### src/rtl/reg_file.sv
// rtl/reg_file.sv - SPI-facing register file; optional watchdog selected by macro WATCHDOG_EN
module reg_file (
  input  logic        clock,
  input  logic        reset_n,
  input  logic [5:0]  address,
  input  logic        write_en,
  input  logic [7:0]  wr_data,
  input  logic        read_en,
  output logic [7:0]  rd_data,
  input  logic [7:0]  status_in,
  input  logic        fault_in,
  output logic [7:0]  ctrl_out,
  output logic [31:0] duty_out
);

  logic [7:0]  ctrl_q;
  logic [7:0]  scratch_q;
  logic [31:0] duty_q;
  logic [3:0]  fault_q;
  logic [7:0]  status_s1, status_s2;
  logic        fault_s1, fault_s2, fault_s3;
  logic        wr_ok, rd_ok, conflict;
  logic        addr_rw, addr_w1c, addr_ignored;
  logic        bad_write, fault_edge, expire;
  logic [3:0]  fault_set, fault_clr;
  logic [7:0]  rd_mux;

  // A simultaneous read and write strobe is treated as a protocol error: neither is performed
  assign conflict   = write_en & read_en;
  assign wr_ok      = write_en & ~read_en;
  assign rd_ok      = read_en & ~write_en;
  assign fault_edge = fault_s2 & ~fault_s3;

  // Classify the addressed location for writes
  always_comb begin
    addr_rw      = 1'b0;
    addr_w1c     = 1'b0;
    addr_ignored = 1'b0;
    case (address)
      6'h01, 6'h05, 6'h08, 6'h09, 6'h0A, 6'h0B: addr_rw = 1'b1;
      6'h03: addr_w1c = 1'b1;
`ifdef WATCHDOG_EN
      6'h04: addr_rw = 1'b1;
`else
      6'h04: addr_ignored = 1'b1;
`endif
      default: ;
    endcase
  end

  assign bad_write = wr_ok & ~addr_rw & ~addr_w1c & ~addr_ignored;

`ifdef WATCHDOG_EN
  typedef enum logic [1:0] {WDT_DISABLED, WDT_RUN, WDT_EXPIRED} wdt_state_t;

  wdt_state_t  wdt_state, wdt_state_nxt;
  logic [15:0] wdt_cnt, wdt_cnt_nxt;
  logic [7:0]  wdt_limit_q;
  logic        limit_zero_wr;

  assign limit_zero_wr = wr_ok && (address == 6'h04) && (wr_data == 8'h00);

  // Watchdog state and counter registers
  always_ff @(posedge clock or negedge reset_n) begin
    if (!reset_n) begin
      wdt_state <= WDT_DISABLED;
      wdt_cnt   <= 16'h0000;
    end else begin
      wdt_state <= wdt_state_nxt;
      wdt_cnt   <= wdt_cnt_nxt;
    end
  end

  // Watchdog next state: any write strobe restarts the count and beats a same-cycle expiry
  always_comb begin
    wdt_state_nxt = wdt_state;
    wdt_cnt_nxt   = wdt_cnt;
    expire        = 1'b0;
    case (wdt_state)
      WDT_DISABLED: begin
        wdt_cnt_nxt = 16'h0000;
        if (wdt_limit_q != 8'h00) wdt_state_nxt = WDT_RUN;
      end
      WDT_RUN: begin
        if (write_en) begin
          wdt_cnt_nxt = 16'h0000;
        end else if (wdt_cnt == {wdt_limit_q, 8'hFF}) begin
          wdt_state_nxt = WDT_EXPIRED;
          wdt_cnt_nxt   = 16'h0000;
          expire        = 1'b1;
        end else begin
          wdt_cnt_nxt = wdt_cnt + 16'd1;
        end
      end
      WDT_EXPIRED: begin
        wdt_cnt_nxt = 16'h0000;
        if (write_en) wdt_state_nxt = WDT_RUN;
      end
      default: begin
        wdt_state_nxt = WDT_DISABLED;
        wdt_cnt_nxt   = 16'h0000;
      end
    endcase
    if (limit_zero_wr) begin
      wdt_state_nxt = WDT_DISABLED;
      wdt_cnt_nxt   = 16'h0000;
      expire        = 1'b0;
    end
  end

  // Watchdog limit register
  always_ff @(posedge clock or negedge reset_n) begin
    if (!reset_n) wdt_limit_q <= 8'h00;
    else if (wr_ok && address == 6'h04) wdt_limit_q <= wr_data;
  end
`else
  assign expire = 1'b0;
`endif

  // Two-flop synchronizers for status and fault, plus one extra fault stage for edge detection
  always_ff @(posedge clock or negedge reset_n) begin
    if (!reset_n) begin
      status_s1 <= 8'h00;
      status_s2 <= 8'h00;
      fault_s1  <= 1'b0;
      fault_s2  <= 1'b0;
      fault_s3  <= 1'b0;
    end else begin
      status_s1 <= status_in;
      status_s2 <= status_s1;
      fault_s1  <= fault_in;
      fault_s2  <= fault_s1;
      fault_s3  <= fault_s2;
    end
  end

  // Control-plane registers; an expiry wipes the actuator outputs (never coincides with a write)
  always_ff @(posedge clock or negedge reset_n) begin
    if (!reset_n) begin
      ctrl_q    <= 8'h00;
      scratch_q <= 8'h00;
      duty_q    <= 32'h0;
    end else if (expire) begin
      ctrl_q <= 8'h00;
      duty_q <= 32'h0;
    end else if (wr_ok) begin
      case (address)
        6'h01: ctrl_q          <= wr_data;
        6'h05: scratch_q       <= wr_data;
        6'h08: duty_q[7:0]     <= wr_data;
        6'h09: duty_q[15:8]    <= wr_data;
        6'h0A: duty_q[23:16]   <= wr_data;
        6'h0B: duty_q[31:24]   <= wr_data;
        default: ;
      endcase
    end
  end

  assign fault_set = {conflict, bad_write, expire, fault_edge};
  assign fault_clr = (wr_ok && addr_w1c) ? wr_data[3:0] : 4'h0;

  // Sticky fault bits: write-one-to-clear, with a same-cycle set taking priority
  always_ff @(posedge clock or negedge reset_n) begin
    if (!reset_n) fault_q <= 4'h0;
    else          fault_q <= (fault_q & ~fault_clr) | fault_set;
  end

  // Read multiplexer over the current register contents
  always_comb begin
    rd_mux = 8'h00;
    case (address)
      6'h00: rd_mux = 8'hA5;
      6'h01: rd_mux = ctrl_q;
      6'h02: rd_mux = status_s2;
      6'h03: rd_mux = {4'h0, fault_q};
`ifdef WATCHDOG_EN
      6'h04: rd_mux = wdt_limit_q;
`endif
      6'h05: rd_mux = scratch_q;
      6'h08: rd_mux = duty_q[7:0];
      6'h09: rd_mux = duty_q[15:8];
      6'h0A: rd_mux = duty_q[23:16];
      6'h0B: rd_mux = duty_q[31:24];
      default: rd_mux = 8'h00;
    endcase
  end

  // Registered read data, held between read strobes
  always_ff @(posedge clock or negedge reset_n) begin
    if (!reset_n)   rd_data <= 8'h00;
    else if (rd_ok) rd_data <= rd_mux;
  end

  assign ctrl_out = ctrl_q;
  assign duty_out = duty_q;

endmodule

### config.mk
export PLATFORM = sky130hd
export DESIGN_NAME = reg_file
export DESIGN_NICKNAME = d
export VERILOG_FILES = /design/src/rtl/reg_file.sv
export SDC_FILE = /design/constraint.sdc
export NUM_CORES = 1
export LEC_CHECK = 0
export ABC_CLOCK_PERIOD_IN_PS = 1750
export CORE_MARGIN = 10
export CORE_UTILIZATION = 50
export CTS_CLUSTER_DIAMETER = 120
export CTS_CLUSTER_SIZE = 30
export DETAILED_ROUTE_END_ITERATION = 10
export PLACE_DENSITY_LB_ADDON = 0.08
export SKIP_CTS_REPAIR_TIMING = 1
export SYNTH_ARGS = -nofsm -noshare
export SYNTH_HDL_FRONTEND = slang
export SYNTH_SLANG_ARGS = --single-unit
### constraint.sdc
create_clock -name clock -period 1.75 [get_ports clock]
set_clock_uncertainty 0.2 [all_clocks]
set_input_delay 0.35 -clock clock [delete_from_list [all_inputs] [get_ports clock]]
set_output_delay 0.35 -clock clock [all_outputs]
set_load 0.05 [all_outputs]
==> impl_metrics.yaml <==
placed_design:
  gp_congestion: 0.873
  dpl.hpwl_um: 7210
  port_buffers: 74
clock_network:
  tritoncts_num_sinks: 79
  clock-root-buffer: "clkbuf_8"
  cts_max_level: 3
  cts_max_path_buffers: 2
  clk_pin_slew_ns: 0.08
  cts_inserted_buffers: 9
  cts_tree: "done"
  clk_latency_ns: 0.35
global_route:
  grt.overflow.total: 0
  grt_pass1_vias: 2858
  grt_first_pass_wirelength_um: 15400
  grt_use_total_pct: 19.4
  antenna_found_initial: 0
  grt_max_degree: 35
synthesis:
  ys_top_cells_by_area: "dfrtp_1 (58%), mux2_2 (17%), mux4_2 (2.6%)"
  synth_nets: 272
  synth_async_sr_flop_share_pct: 100
  netlist_area_um2: 3430
  synth_top_cell_area_share_pct: 57.6
  synthCells: 245
  ys_seq_elements: 79
  yosysMostFrequentCell: "dfrtp_1"
  syn_avg_cell_area_um2: 14.0
  seq_area_frac_synth_pct: 57.6
  synth-edff-count: 0
  yosysWarnings: 0
  synth_top_area_cell: "dfrtp_1"
  synth_commonest_cells: "dfrtp_1 (79), mux2_2 (52), a22o_1 (9)"
  synthFlopType: "dfrtp_1"
  yosysUniqueCellTypes: 42
timing:
  fin_crit_sh_pct: 97.2
  drv_slew: 0
  period_minus_slack_ns: 1.70
  max_slew.worst_pin.slew_ns: 0.450
  slew_headroom_pct: 70.0
  setup_violations: 0
  rsz0062_at_grt: "false"
  tns_ns: 0
  finalHoldViolCount: 0
  fmax_ghz: 0.588
worst_setup_path:
  crit_fanout: 5
  reg2reg_from: "duty_out[24]$_DFFE_PN0P_"
  crit_path_max_incr_delay_ns: 0.36
  path_cells: "dlymetal6s2s_1 > buf_4 > nor4_4 > buf_4 > and3b_2 > nand2_1 > a22o_1"
  endpoint_kind: "flip-flop"
  required_ns: 1.79
  slowest_stage: "nor4_4"
  startpoint: "address[4]"
  crit_arrival_ns: 1.74
  path_class: "input pin to flip-flop"
  crit_path_start_kind: "input pin"
  cpMostUsedCell: "buf_4"
route:
  routed-via-count: 2647
  routedWlPerCell_um: 21.2
  dr.pass1.iters: 4
  totalWireLength_um: 9970
  drtAntennaViolNets: 0
  vias_per_cell: 5.63
  drc: 0
  drtIter0Drc: 142
die:
  initial_core_util_pct: 51.1
  die_y_um: 103
  core_area_um2: 6720
  rows: 30
  die_x_um: 103
  pin_count: 75
  die_area_um2: 10600
flow_run:
  cap_viol_max_count: 0
finish:
  layout-drive-gt1-share_pct: 53.6
  nets: 413
  regArea_um2: 1980
  area_growth_pct: 61.5
  fillCellCount: 354
  multi_input_area_um2: 1430
  num_antenna_cells: 0
power:
  power.total_mw: 4.63
  powerDensity_nw_per_um2: 836
  vdd_drop_max_mv: 0.630
  p_leak_nw: 2.63
hold_path:
  min_from: "status_s1[0]$_DFF_PN0_"
  hold_class: "flip-flop to flip-flop"
run_status:
  outcome: "completed"
==> per-stage QoR <==
step	area [um2]	util, %	worst slack, ns	hold WS [ns]	cells
after floorplan	3460	-	-0.142	-0.146	245
final	5540	82.5	0.0497	0.153	470
after detailed placement	5160	76.8	-0.733	0.126	447
after CTS	5380	80.0	-0.383	-0.256	462
after global routing	5540	82.5	0.00590	0.156	470
after global placement	5160	76.8	-0.766	0.121	447
==> path summary, 6_finish.rpt <==
| check | to | depth (start not counted) | slack (ns) |
|---|---|---|---|
| max reg2reg | rd_data[0]$_DFFE_PN0P_ | 4 | 0.12 |
| min reg2reg | status_s2[0]$_DFF_PN0_ | 0 | 0.15 |
| min in group asynchronous | duty_out[11]$_DFFE_PN0P_ | 2 | 0.28 |
| min | status_s2[0]$_DFF_PN0_ | 0 | 0.15 |
| max in group asynchronous | ctrl_out[1]$_DFFE_PN0P_ | 3 | 0.54 |
| max | fault_q[2]$_DFF_PN0_ | 7 | 0.05 |
==> cell families (layout without fill, tap and decap cells) <==
kind of cell	count (synthesis)	count (layout)	share of synthesized area (%)
flip-flops	79	79	57.6
AND/OR/NAND/NOR	45	45	9.15
AO/OA/AOI/OAI	42	42	9.66
multiplexers	60	60	20.9
buffers and inverters	19	164	2.73
==> critical path, delay by kind of cell <==
kind	cells	cell delay, ns
compound gates	1	0.19
buf+inv	3	0.56
simple gates	3	0.63
==> cell usage in the layout, fill, tap and decap left out, drive strengths merged, types with 5 or more instances in the layout <==
cell type	count
buf	118
dfrtp	79
mux2	52
clkdlybuf4s50	17
a22o	9
clkbuf	9
nand2	9
dlymetal6s2s	8
o21ai	8
inv	7
nand3	7
nor2	6
nor2b	5
==> flip-flops by register name, indices dropped and copies added, names as in the netlist <==
name	cells
fault_s2	1
duty_out	32
fault_q	4
fault_s3	1
scratch_q	8
ctrl_out	8
fault_s1	1
status_s2	8
status_s1	8
rd_data	8
==> layer usage <==
| metal | global-route usage [%] | wire [um] |
|---|---|---|
| met1 | 23.4 | 4090 |
| met5 | 0 | 0 |
| met2 | 32.3 | 5040 |
| met4 | 5.78 | 106 |
| met3 | 6.64 | 738 |
==> report_power, final <==
part           internal, mW  leakage (nW)  switching, mW
clock network         0.810         0.112          0.692
registers              1.94          1.03          0.104
logic                 0.557          1.49          0.533
total                  3.30          2.63           1.33
==> area by class of cell <==
type | instances | area share, %
sequential | 79 | 35.7
timing repair buffer | 144 | 32.4
multi-input combinational | 147 | 25.8
clock buffer | 9 | 2.24
tap | 80 | 1.81
clock inverter | 6 | 1.69
inverter | 5 | 0.339
(Power assumes the default switching activity.)
